## src/rtl/dblock_update_ctrl_pkg.sv

```systemverilog
// Shared definitions for the DBLOCK update controller and its helpers.
// Latency: n/a (constants, types and a helper function only).
// Backpressure: n/a.
package dblock_update_ctrl_pkg;

  // Default key width; one sweep visits every key value once.
  localparam int KW_DEF = 5;

  // A single write cycle programs one group of this many rules.
  localparam int RULES_PER_GROUP = 8;

  // Controller sequencing states.
  typedef enum logic [1:0] {
    IDLE  = 2'd0,
    SWEEP = 2'd1,
    DONE  = 2'd2
  } state_t;

  // Number of addresses one sweep visits for a given key width.
  function automatic int sweep_len(input int kw);
    return 1 << kw;
  endfunction

endpackage

```

## src/rtl/dblock_rule_expand.sv

```systemverilog
// Expands 8 ternary rules into the per-address write data of a LUTRAM TCAM.
// Latency: combinational.
// Backpressure: none.
// Ports:
//   addr  - key value of the address being written
//   value - rule j value in value[j*KW +: KW]
//   mask  - rule j care bits (1 = compare, 0 = don't care)
//   en    - rule j enable; a disabled rule never matches
//   rules - bit j is 1 when rule j matches addr
module dblock_rule_expand
  import dblock_update_ctrl_pkg::*;
#(
  parameter int KW = KW_DEF
) (
  input  logic [KW-1:0]                 addr,
  input  logic [RULES_PER_GROUP*KW-1:0] value,
  input  logic [RULES_PER_GROUP*KW-1:0] mask,
  input  logic [RULES_PER_GROUP-1:0]    en,
  output logic [RULES_PER_GROUP-1:0]    rules
);

  always_comb begin
    rules = '0;
    for (int j = 0; j < RULES_PER_GROUP; j++) begin
      // Only the cared-about bits have to agree with the rule value.
      rules[j] = en[j] & (((addr ^ value[j*KW +: KW]) & mask[j*KW +: KW]) == '0);
    end
  end

endmodule

```

## src/rtl/dblock_update_ctrl.sv

```systemverilog
// Sequences searches and rule-group updates onto one LUTRAM TCAM data block.
// Latency: search result 1+MATCH_LAT cycles after accept; update busy 2^KW+2 cycles.
// Backpressure: update wins arbitration; s_ready/u_ready low while a sweep runs.
// Ports:
//   clk, rst            - clock, synchronous active-high reset
//   s_valid/s_ready     - search handshake, s_key is the search key
//   m_valid/m_match     - search result (m_match is the DBLOCK match vector)
//   u_valid/u_ready     - update handshake; u_flush clears every rule,
//                         otherwise u_group/u_value/u_mask/u_en program 8 rules
//   u_done              - one-cycle pulse when an update or flush finishes
//   sk/clr/we/rules     - DBLOCK control and write data
//   dblk_match          - DBLOCK match vector
module dblock_update_ctrl
  import dblock_update_ctrl_pkg::*;
#(
  parameter int KW        = KW_DEF,
  parameter int D         = 64,
  parameter int MATCH_LAT = 1
) (
  input  logic                          clk,
  input  logic                          rst,
  input  logic                          s_valid,
  output logic                          s_ready,
  input  logic [KW-1:0]                 s_key,
  output logic                          m_valid,
  output logic [D-1:0]                  m_match,
  input  logic                          u_valid,
  output logic                          u_ready,
  input  logic                          u_flush,
  input  logic [$clog2(D/8)-1:0]        u_group,
  input  logic [RULES_PER_GROUP*KW-1:0] u_value,
  input  logic [RULES_PER_GROUP*KW-1:0] u_mask,
  input  logic [RULES_PER_GROUP-1:0]    u_en,
  output logic                          u_done,
  output logic [KW-1:0]                 sk,
  output logic                          clr,
  output logic [D/8-1:0]                we,
  output logic [RULES_PER_GROUP-1:0]    rules,
  input  logic [D-1:0]                  dblk_match
);

  localparam int G  = D / RULES_PER_GROUP;
  localparam int GW = $clog2(G);
  localparam logic [KW-1:0] ONE  = KW'(1);
  localparam logic [KW-1:0] LAST = KW'(sweep_len(KW) - 1);

  state_t                          state;
  logic [KW-1:0]                   cnt;
  logic                            flush_q;
  logic [GW-1:0]                   group_q;
  logic [RULES_PER_GROUP*KW-1:0]   value_q;
  logic [RULES_PER_GROUP*KW-1:0]   mask_q;
  logic [RULES_PER_GROUP-1:0]      en_q;
  logic [MATCH_LAT:0]              vld_sr;
  logic                            search_acc;

  logic [KW-1:0]                   x_addr;
  logic [RULES_PER_GROUP*KW-1:0]   x_value;
  logic [RULES_PER_GROUP*KW-1:0]   x_mask;
  logic [RULES_PER_GROUP-1:0]      x_en;
  logic [RULES_PER_GROUP-1:0]      x_rules;
  logic [G-1:0]                    grp_onehot;

  assign u_ready    = (state == IDLE);
  assign s_ready    = (state == IDLE) & ~u_valid & ~rst;
  assign search_acc = s_valid & s_ready;
  assign m_valid    = vld_sr[MATCH_LAT];
  assign m_match    = dblk_match;
  // All clearing goes through flush sweeps so every write is sequenced here.
  assign clr        = 1'b0;

  // The write data is registered, so the expander always works one address
  // ahead: address 0 with the incoming fields at accept, cnt+1 during a sweep.
  always_comb begin
    grp_onehot = G'(1) << u_group;
    if (state == IDLE) begin
      x_addr  = '0;
      x_value = u_value;
      x_mask  = u_mask;
      x_en    = u_en;
    end else begin
      x_addr  = cnt + ONE;
      x_value = value_q;
      x_mask  = mask_q;
      x_en    = en_q;
    end
  end

  dblock_rule_expand #(.KW(KW)) u_expand (
    .addr  (x_addr),
    .value (x_value),
    .mask  (x_mask),
    .en    (x_en),
    .rules (x_rules)
  );

  always_ff @(posedge clk) begin
    if (rst) begin
      state   <= IDLE;
      cnt     <= '0;
      sk      <= '0;
      we      <= '0;
      rules   <= '0;
      u_done  <= 1'b0;
      vld_sr  <= '0;
      flush_q <= 1'b0;
      group_q <= '0;
      value_q <= '0;
      mask_q  <= '0;
      en_q    <= '0;
    end else begin
      vld_sr <= {vld_sr[MATCH_LAT-1:0], search_acc};
      u_done <= 1'b0;
      case (state)
        IDLE: begin
          we    <= '0;
          rules <= '0;
          if (u_valid) begin
            flush_q <= u_flush;
            group_q <= u_group;
            value_q <= u_value;
            mask_q  <= u_mask;
            en_q    <= u_en;
            cnt     <= '0;
            sk      <= '0;
            we      <= u_flush ? {G{1'b1}} : grp_onehot;
            rules   <= u_flush ? '0 : x_rules;
            state   <= SWEEP;
          end else if (s_valid) begin
            // An in-flight search keeps this sk for one cycle, so its match
            // is sampled before any later sweep starts writing.
            sk <= s_key;
          end
        end
        SWEEP: begin
          if (cnt == LAST) begin
            we     <= '0;
            rules  <= '0;
            u_done <= 1'b1;
            state  <= DONE;
          end else begin
            cnt   <= cnt + ONE;
            sk    <= cnt + ONE;
            rules <= flush_q ? '0 : x_rules;
          end
        end
        DONE: begin
          state <= IDLE;
        end
        default: begin
          state <= IDLE;
        end
      endcase
    end
  end

endmodule
```

## config.mk

```make
export PLATFORM = sky130hd
export DESIGN_NAME = dblock_update_ctrl
export DESIGN_NICKNAME = d
export VERILOG_FILES = /design/src/rtl/dblock_update_ctrl_pkg.sv /design/src/rtl/dblock_rule_expand.sv /design/src/rtl/dblock_update_ctrl.sv
export SDC_FILE = /design/constraint.sdc
export NUM_CORES = 1
export LEC_CHECK = 0
export CORE_ASPECT_RATIO = 0.8
export CORE_MARGIN = 4
export CORE_UTILIZATION = 47
export CTS_CLUSTER_DIAMETER = 200
export DETAILED_ROUTE_END_ITERATION = 16
export PLACE_DENSITY = 0.89
export SLEW_MARGIN = 20
export SYNTH_ARGS = -nofsm -noshare
export SYNTH_HDL_FRONTEND = slang
export SYNTH_SLANG_ARGS = --single-unit
```

## constraint.sdc

```tcl
create_clock -name clk -period 4.6 [get_ports clk]
set_clock_uncertainty 0.15 [all_clocks]
set_input_delay 0.92 -clock clk [delete_from_list [all_inputs] [get_ports clk]]
set_output_delay 0.92 -clock clk [all_outputs]
set_load 0.01 [all_outputs]
```

==> results.yml <==
place:
  placed_cell_area_um2: 6860
  dp_cells: 929
  buffer_ports.inserted: 125
  place_hpwl_um: 10400
  gp_congestion: 0.783
  detailedPlace.worstSlack_ps: 1200
yosys:
  mapped_nets: 912
  yosys_register_bits: 120
  synth.avg_cell_area_um2: 8.19
  postSynth.topFlopCell: "dfxtp_1"
  synth-edff-count: 0
  async_reset_ff_share_pct: 0
  yosys_warnings: 0
  synth_cell_types: 51
  mappedNetlistArea_um2: 6100
  syn_inst: 745
  seq_area_frac_synth_pct: 39.4
cts:
  post_cts_resize_count: 0
  cts_made_buffers: 17
  clock-root-buffer: "clkbuf_16"
  clk_pin_slew_worst_paths_ps: 50
  post_cts.repair.setup_buffers: 0
  cts_tree: "done"
  worst_skew_pair.late_latency_ps: 410
  post_cts_hold_buffer_count: 0
  clkSinkCount: 120
  cts-htree-levels: 4
  clockBufferDepth: 2
setup_path:
  family_with_the_most_delay_on_the_worst_path: "buffers and inverters"
  timing.critical_path.mode_cell: "clkdlybuf4s50_1"
  crit_slowest_cell: "clkdlybuf4s50_1"
  worstPathCellList: "clkdlybuf4s50_1, nor3_1, clkdlybuf4s50_1"
  cp_data_arrival_time_ps: 2370
  worst-path-max-fanout: 10
  timing_worst_setup_path_type: "in2out"
  worstPathBufferInverterCount: 2
  worst_path_largest_cell_delay_ps: 590
  crit_path_start_kind: "primary input"
  crit_path_end_kind: "output port"
  req_time_crit_path_ps: 3530
sta:
  worst-slew-pin-transition_ps: 994
  timing.final.max_slew_violations: 0
  hold_violations: 0
  achievable-frequency_mhz: 291
  finalWorstSetupSlack_ps: 1160
  post_route_setup_tns_ps: 0
  period_needed_ps: 3440
  layout_worst_path_cycle_share_pct: 74.8
  setup_repair_after_global_routing_missed_its_margin: "false"
  setup_violations: 0
  timing.max_slew.rel_slack_pct: 33.6
die:
  floorplan.initialDensity_pct: 49.1
  placementRows: 36
  io-pin-count: 255
  dieArea_um2: 14900
  die_w_um: 135
  die-height_um: 110
  core_area_um2: 12400
cells_and_area:
  n_antenna_cell: 0
  fin_nets: 945
  post_layout_nonfiller_instances: 962
  fillers: 1099
  multi_input_combinational_cell_area_um2: 2920
  area_delta_synth_final_pct: 23.5
  fin_area_um2: 7530
  ff_latch_area_um2: 2400
  core_util_final_pct: 60.6
  fraction_of_final_layout_cells_sized_beyond_drive_strength_1_pct: 7.21
pwr:
  cellPowerDensity_nw_per_um2: 395
  p_leak_nw: 2.91
  ir_worst_vdd_v: 0.000352
global_routing:
  grt-ovfl-total: 0
  pin_count_of_the_biggest_net_entering_global_routing: 95
  grt_first_pass_wirelength_um: 25100
  gr-usage-all-layers_pct: 21.6
  antenna_found_initial: 0
  grt_pass1_vias: 4967
min_path:
  hp-class: "reg2reg"
drt:
  postRouteWirelength_um: 16100
  detailroute.via_count: 5204
  route.detailed.drc: 0
  routed_wire_length_per_instance_um: 16.7
  avgViaCountPerCell: 5.41
  first_pass_iters: 5
  first_iter_violations: 379
  ant_nets: 0
status:
  run_status: "complete, no violations"
job:
  max_cap_viols: 0
-- flip-flops by register name, summed over array words and instances, names as in the netlist --
name and count:
cnt 5, en_q 8, flush_q 1, mask_q 40, rules 8, sk 5
state 2, u_done 1, value_q 40, vld_sr 2, we 8
-- metrics by stage --
step / total power [W] / hold WS [ps]
floorplan: 0.00143 / 264
finish: 0.00298 / 292
global route: 0.00309 / 316
CTS: 0.00299 / 298
detailed placement: 0.00154 / 278
global placement: 0.00154 / 269
-- cell usage in the layout, fill, tap and decap left out, drive strengths merged, types with 5 or more instances in the layout --
cell	count
a221oi	8
dfxtp	120
nor2	25
buf	9
a21oi	101
xor2	26
clkbuf	22
mux2i	9
nand3	8
nor3	5
and3	7
a211oi	7
a22oi	11
a222oi	8
o21ai	10
inv	5
nor3b	8
clkdlybuf4s50	124
nor2b	8
nand2	196
nand3b	8
-- area by class of cell --
class | count | share of cell area [%]
Timing Repair Buffer | 133 | 17.6
Multi-Input combinational cell | 502 | 38.8
Inverter | 4 | 0.199
Sequential cell | 120 | 31.9
Clock buffer | 22 | 6.43
Tap cell | 171 | 2.84
Clock inverter | 10 | 2.19
-- metal layers --
| metal | wire length, um | GRT usage [%] | share of wire, % |
|---|---|---|---|
| met3 | 1200 | 7.23 | 7.5 |
| met2 | 7390 | 34.1 | 46 |
| met4 | 160 | 6.19 | 0.99 |
| met5 | 0 | 0 | 0 |
| met1 | 7340 | 28.4 | 46 |
-- path summary, 6_finish.rpt --
kind | from | endpoint | slack [ps] | cells past startpoint
min reg2reg | vld_sr[0] | vld_sr[1] | 290 | 1
max | u_valid | s_ready | 1160 | 3
max reg2reg | cnt[0] | rules[7] | 1660 | 7
min | vld_sr[0] | vld_sr[1] | 290 | 1
-- logic make-up after synthesis --
family | count (synthesis) | synth area share (%)
flip-flops | 120 | 39.4
multiplexers | 13 | 2.22
buffers and inverters | 123 | 12.8
XOR/XNOR | 38 | 7.47
adder cells (fa/ha/maj) | 2 | 0.410
AO/OA/AOI/OAI | 172 | 18.1
other | 1 | 0.0615
AND/OR/NAND/NOR | 276 | 19.5
-- report_power, final --
group          switching (W)  internal, W  total [W]
Sequential         0.0000331      0.00110    0.00113
Combinational       0.000201     0.000198   0.000399
Clock               0.000478     0.000966    0.00144
Total               0.000712      0.00226    0.00298
-- cells in the mapped netlist (5+ instances only) --
| master | number | share of area [%] |
|---|---|---|
| a211oi_1 | 5 | 0.62 |
| a21oi_1 | 101 | 8.3 |
| a221oi_1 | 8 | 1.1 |
| a222oi_1 | 8 | 1.3 |
| a22oi_1 | 11 | 1.4 |
| and3_1 | 6 | 0.62 |
| buf_1 | 6 | 0.37 |
| buf_2 | 5 | 0.41 |
| buf_4 | 66 | 8.1 |
| buf_6 | 5 | 0.92 |
| clkbuf_1 | 34 | 2.1 |
| dfxtp_1 | 120 | 39 |
| mux2i_1 | 9 | 1.5 |
| nand2_1 | 196 | 12 |
| nand3_1 | 8 | 0.66 |
| nand3b_1 | 8 | 0.98 |
| nor2_1 | 25 | 1.5 |
| nor2b_1 | 8 | 0.82 |
| nor3_1 | 5 | 0.41 |
| nor3b_1 | 8 | 0.98 |
| o21ai_0 | 10 | 0.82 |
| xor2_1 | 25 | 3.6 |
No activity file was read; power rests on OpenSTA's default activity.
